**src/rtl/moore_state_register.sv**
```systemverilog
// moore_state_register
// Current-state register for a Moore machine, with transition tracking.
// Ports:
//   inputClk        clock, all updates on the rising edge
//   inputR          synchronous reset, active-low
//   inputEn         load enable (0 = hold)
//   inputNext       next-state code from the next-state logic
//   inputHistSel    history read index (0 = most recently departed state)
//   outputState     current state (registered)
//   outputPrev      state held before the last transition (registered)
//   outputChanged   one-cycle pulse after a transition (registered)
//   outputDwell     saturating cycles-in-state counter (registered)
//   outputHist      history entry at inputHistSel (combinational read)
//   outputHistValid selected entry written since reset (combinational read)
module moore_state_register #(
   parameter int unsigned           WIDTH       = 3,
   parameter logic [WIDTH-1:0]      RESET_STATE = '0,
   parameter int unsigned           DEPTH       = 4,
   parameter int unsigned           CNT_WIDTH   = 4,
   parameter int unsigned           SEL_WIDTH   = $clog2(DEPTH)
) (
   input  logic                 inputClk,
   input  logic                 inputR,
   input  logic                 inputEn,
   input  logic [WIDTH-1:0]     inputNext,
   input  logic [SEL_WIDTH-1:0] inputHistSel,
   output logic [WIDTH-1:0]     outputState,
   output logic [WIDTH-1:0]     outputPrev,
   output logic                 outputChanged,
   output logic [CNT_WIDTH-1:0] outputDwell,
   output logic [WIDTH-1:0]     outputHist,
   output logic                 outputHistValid
);

   localparam int unsigned          FILL_WIDTH = $clog2(DEPTH + 1);
   localparam logic [FILL_WIDTH-1:0] FILL_MAX  = FILL_WIDTH'(DEPTH);
   localparam logic [CNT_WIDTH-1:0]  DWELL_MAX = '1;

   logic [WIDTH-1:0]      histQ [DEPTH];
   logic [FILL_WIDTH-1:0] fillCount;
   logic                  transition;

   // A reload of the current code is not a transition.
   assign transition = inputEn && (inputNext != outputState);

   // State, tracking registers and history shift register.
   always_ff @(posedge inputClk) begin
      if (!inputR) begin
         outputState   <= RESET_STATE;
         outputPrev    <= RESET_STATE;
         outputChanged <= 1'b0;
         outputDwell   <= '0;
         fillCount     <= '0;
         for (int unsigned i = 0; i < DEPTH; i++) begin
            histQ[i] <= RESET_STATE;
         end
      end else begin
         outputChanged <= transition;
         if (transition) begin
            outputState <= inputNext;
            outputPrev  <= outputState;
            outputDwell <= '0;
            histQ[0]    <= outputState;
            for (int unsigned i = 1; i < DEPTH; i++) begin
               histQ[i] <= histQ[i-1];
            end
            if (fillCount != FILL_MAX) begin
               fillCount <= fillCount + FILL_WIDTH'(1);
            end
         end else if (outputDwell != DWELL_MAX) begin
            outputDwell <= outputDwell + CNT_WIDTH'(1);
         end
      end
   end

   // History read; out-of-range selects read as empty.
   always_comb begin
      outputHist      = '0;
      outputHistValid = 1'b0;
      for (int unsigned i = 0; i < DEPTH; i++) begin
         if (32'(inputHistSel) == i) begin
            outputHist      = histQ[i];
            outputHistValid = (32'(inputHistSel) < 32'(fillCount));
         end
      end
   end

endmodule

```
**config.mk**
```make
export PLATFORM = sky130hd
export DESIGN_NAME = moore_state_register
export DESIGN_NICKNAME = d
export VERILOG_FILES = /design/src/rtl/moore_state_register.sv
export SDC_FILE = /design/constraint.sdc
export NUM_CORES = 1
export LEC_CHECK = 0
export CORE_MARGIN = 4
export CORE_UTILIZATION = 34
export CTS_BUF_LIST = sky130_fd_sc_hd__clkbuf_8 sky130_fd_sc_hd__clkbuf_16
export CTS_CLUSTER_SIZE = 14
export DETAILED_ROUTE_END_ITERATION = 8
export PLACE_DENSITY_LB_ADDON = 0.2
export SLEW_MARGIN = 10
export SYNTH_ARGS = -nofsm -noshare
export SYNTH_HDL_FRONTEND = slang
export SYNTH_SLANG_ARGS = --single-unit
```
**constraint.sdc**
```tcl
create_clock -name inputClk -period 1.58 [get_ports inputClk]
set_input_delay 0.316 -clock inputClk [delete_from_list [all_inputs] [get_ports inputClk]]
set_output_delay 0.316 -clock inputClk [all_outputs]
set_load 0.02 [all_outputs]
```
Word level (Yosys, flattened, before mapping)
Memories as Yosys holds them, arrays and structs flattened. Index checks and enable logic that the tools add are counted. W data, S select, Z words.

Register bits: 14. RAM bits: 12. Input bits: 8. Output and inout bits: 15. Logic and storage cells: 40. Memories kept: 1.

Add/subtract/negate cells: 2. Magnitude comparators: 1. Equal/unequal tests: 6. Mux-type cells: 16. Bitwise logic cells: 5. Reduce and logical (&&, ||, !) cells: 4.

Memory list: histQ (words 4, bits a word 3, rd ports 4, clocked after memory_dff 0, wr ports 4, RTL line 39) `logic [WIDTH-1:0] histQ [DEPTH];`.

Operator list (number): $mux W3 (8); $mux W1 (8); $add A4 B1 Y4 const B (1); $eq A2 B2 Y1 const B (2); $ne A4 B4 Y1 const B (1); $or A1 B1 Y1 (4); $add A3 B1 Y3 const B (1); $lt A2 B3 Y1 (1); $ne A3 B3 Y1 (1); $ne A3 B3 Y1 const B (1); $eq A2 B1 Y1 const B (1); $logic_not A2 Y1 (1); $reduce_and A2 Y1 (1); $reduce_or A2 Y1 (1); $logic_and A1 B1 Y1 (1); $not A1 Y1 (1).

Depth between registers and ports, before layout
Depth in word-level cells: 6. Gate-level depth with buffers: 5. Mapped depth without buffers: 5.

Worst setup path after synthesis
Ideal clock, no wire load.

Path kind: input-to-reg. From: input outputState[1]. To: memory histQ[0][0], enable pin. Setup time: 0.359 ns. Data arrival time: 1.474 ns. Data required time: 1.221 ns. Slack: -0.253 ns. Stages: 4. Path buffers: 0. Cell sequence: dfxtp_1 xnor2_2 a31oi_2 nand2b_1.

RTL lines: start: declaration (RTL line 27) `output logic [WIDTH-1:0] outputState,`; end: declaration (RTL line 39).

==> key figures <==
Pwr
  • Internal Pwr Total: between 1 and 1.5 mW
  • Worst voltage drop across the vdd grid: 0.6569 mV
  • Post-layout total power: 1.632 mW
  • Comb pwr share: 19.2%
  • Clock network power share: 33.1%
  • Switching share of power: 23.16%
  • Net Switching: between 300 and 400 µW
  • Sequential share of power: between 40% and 50%
  • Total power per unit cell area: 946.7 nW/µm²
  • Static leakage: about 0.72 nW

STA
  • Final hold slack: roughly 0.47 ns
  • Fmax achieved: approximately 620 MHz
  • Worst-margin pin slew: around 0.36 ns
  • Worst slew margin relative to its limit: between 70% and 80%
  • Final worst-path cycle share: 102.2%
  • Final setup viols: 3
  • Final worst-path setup slack: -0.03504 ns
  • Setup TNS: -0.08867 ns
  • Tmin final: around 1.6 ns
  • Unrepaired setup endpoints after global routing: true
  • Post-route clock skew: about 0.0070 ns
  • Final hold violation count: 0
  • Max-slew violation total from the final report: 0

Critical path
  • Max Fanout on Critical Path: 2
  • Highest-delay cell along the critical path: sky130_fd_sc_hd__mux4_2
  • Worst setup EP type: output port
  • Beginning of the critical path: histQ[0][2]
  • Critical path launch point type: register
  • CP arrival: approximately 1.3 ns
  • Worst path top cell family by delay: multiplexers
  • Reg2reg start: fillCount[0]
  • CP bufs+invs: 1
  • Required time at the endpoint of the critical path: between 1 and 1.5 ns
  • Category of the critical setup timing path: register to output port
  • Worst path cell trace: mux4_2 -> buf_6
  • Largest stage delay on the critical path: 0.48 ns

Routing
  • Count of unresolved DRC violations after routing: 0
  • Routed wire length: 2292 µm
  • DR iter-0 viols: 28
  • Mean routed wirelength per cell: about 13 µm
  • Routed vias: about 840
  • First-pass detailed-route iteration total: 2
  • Via/cell ratio: approximately 4.7
  • Number of routed nets with antenna violations: 0

Floorplanning
  • Floorplan core area: approximately 3400 µm²
  • Vertical extent of the die: 68.42 µm
  • Number of placed I/O pins: 23
  • Overall die area: roughly 4700 µm²
  • Initial standard-cell utilization of the core: 36.06%
  • Die Wd: between 60 and 70 µm
  • Number of rows created at floorplan: 21

Synthesis
  • Average footprint of a synthesized cell: 12.80 µm²
  • Synthesized netlist net count: around 110
  • Sequential area share after synthesis: 51.61%
  • Yosys warning count: 0
  • Post-synthesis cell count: 97
  • Number of distinct library cells after synthesis: 29
  • Netlist area before placement: about 1200 µm²
  • Yosys reg bits: 26

Cells and area
  • Cell Count, Final, Fillers Out: between 150 and 200
  • Final #Nets: 146
  • Core occupancy in the finished layout: ~50%
  • Antenna fix cells: 0
  • Share of cells above drive strength 1: about 29%
  • Final Cell Area: 1724 µm²
  • Syn-to-layout area delta: 38.91%
  • Fillers: between 300 and 400

Status
  • Violated checks: setup timing
  • Result of the run: complete, but fails checks

Worst hold path
  • Class of the most critical hold timing path: register to register
  • Min-Delay Startpoint: outputPrev[0]

Clock network
  • Sinks on the clock net: 26
  • Htree depth: 1
  • CTS buffer count: 3
  • Clock tree from TritonCTS: done
  • Number of buffers between clock root and the deepest sink: 2
  • Number of hold-repair buffers added at the cts stage: 0
  • Clock-pin slew on the worst setup and hold paths: 0.08 ns
  • Clock latency on the worst-skew pair: approximately 0.27 ns
  • Root Driver: sky130_fd_sc_hd__clkbuf_8

Global route
  • Total routing usage reported by global routing: between 10% and 20%
  • Maximum number of pins on one net before global-route repair: 18
  • Global-route wire length before repair: approximately 3800 µm
  • Initial antenna violation count: 0
  • Overall overflow remaining after global route: 0
  • Via count of the first global-routing pass: 848

Place
  • Final estimated routing congestion in global placement: about 0.69
  • Post-detail-place hpwl: 1708 µm
  • Post-Place Setup Slack: -0.7444 ns
  • # port buffers: 22
  • Placed cell count: roughly 170
  • Cell Area, Placed: roughly 1600 µm²

Job
  • Max cap viols: 0
sequential cells by signal, summed over array words and instances, names as in the netlist:
register / count
outputChanged: 1
fillCount: 3
histQ: 12
outputPrev: 3
outputDwell: 4
outputState: 3
per-layer routing:
| metal | GRT usage, % | share of wire (%) |
|---|---|---|
| met1 | 14.36 | 48 |
| met2 | 17.16 | 46 |
| met3 | 2.956 | 4.1 |
| met4 | 2.978 | 1.3 |
| met5 | 0 | 0 |
worst min-delay path, cell delays in order (launching register included):
cell and delay (ns):
sky130_fd_sc_hd__dfxtp_1 0.32, sky130_fd_sc_hd__nand2_1 0.05, sky130_fd_sc_hd__o2bb2ai_1 0.06
layout make-up:
class	instances	area (µm²)	area share (%)
timing repair buffer	35	316.6	18.36
tap	46	57.56	3.338
multi-input combinational	64	621.8	36.07
clock inverter	1	30.03	1.742
sequential	26	641.9	37.23
clock buffer	3	41.29	2.395
inverter	4	15.01	0.8708
final timing paths:
kind / to / slack [ns] / depth (start not counted)
worst min register to register: outputPrev[0] / 0.47 / 2
worst max register to register: fillCount[1] / 0.09 / 6
worst min-delay path: outputPrev[0] / 0.47 / 2
worst max-delay path: outputHist[2] / -0.04 / 2
timing repair:
action	CTS	global route
endpoints found under the hold margin	0	0
gates resized for setup	38	5
buffers inserted	0	1
gates cloned	0	0
endpoints found under the setup margin	11	22
pin swaps	2	1
power groups by stage:
stage	sequential, mW	clock [mW]	combinational, mW
2_1_floorplan	0.801	0	0.149
3_3_place_gp	0.792	0	0.295
5_1_grt	0.787	0.584	0.340
4_1_cts	0.779	0.564	0.303
3_5_place_dp	0.793	0	0.299
6_report	0.780	0.540	0.313
cells in the final DEF (no fill, tap or decap), types with 3 or more instances in the layout:
cell                              netlist  layout
sky130_fd_sc_hd__ha_1                   4       3
sky130_fd_sc_hd__buf_6                  0       4
sky130_fd_sc_hd__inv_1                  4       3
sky130_fd_sc_hd__mux4_2                 3       3
sky130_fd_sc_hd__mux2i_1                6       6
sky130_fd_sc_hd__and2_1                12      12
sky130_fd_sc_hd__nor3b_1                4       4
sky130_fd_sc_hd__buf_4                  2      13
sky130_fd_sc_hd__nand2_1                9       9
sky130_fd_sc_hd__clkdlybuf4s50_1        0       8
sky130_fd_sc_hd__dfxtp_1               14      13
sky130_fd_sc_hd__clkbuf_8               0       3
sky130_fd_sc_hd__o2bb2ai_1              3       3
sky130_fd_sc_hd__nor2b_1                3       3
sky130_fd_sc_hd__dlygate4sd2_1          0       8
sky130_fd_sc_hd__edfxtp_1              12      12
cell usage after synthesis, drive strengths merged:
library cell,count,area [µm²]
dfxtp,14,280.3
and2,13,82.58
edfxtp,12,360.4
nand2,9,33.78
mux2i,6,60.06
ha,4,50.05
inv,4,15.01
nor3b,4,30.03
xnor2,4,57.56
a31oi,3,40.04
mux4,3,67.56
nor2b,3,18.77
o2bb2ai,3,26.28
buf,2,15.01
nand3,2,10.01
o21ai,2,10.01
a21o,1,7.510
a311o,1,10.01
a311oi,1,15.01
a32o,1,10.01
and3b,1,8.760
clkbuf,1,3.750
nand2b,1,6.260
nand3b,1,7.510
nor4b,1,15.01
kinds of logic after synthesis:
family | synth area share, %
and+or+nand+nor | 17.14
DFF | 51.61
AOI/OAI and AO/OA | 9.577
muxes | 10.28
buffers and inverters | 2.721
xor gates and xnor gates | 4.637
adders and majority gates | 4.032
Note: power is estimated with default switching activity, not from simulation.
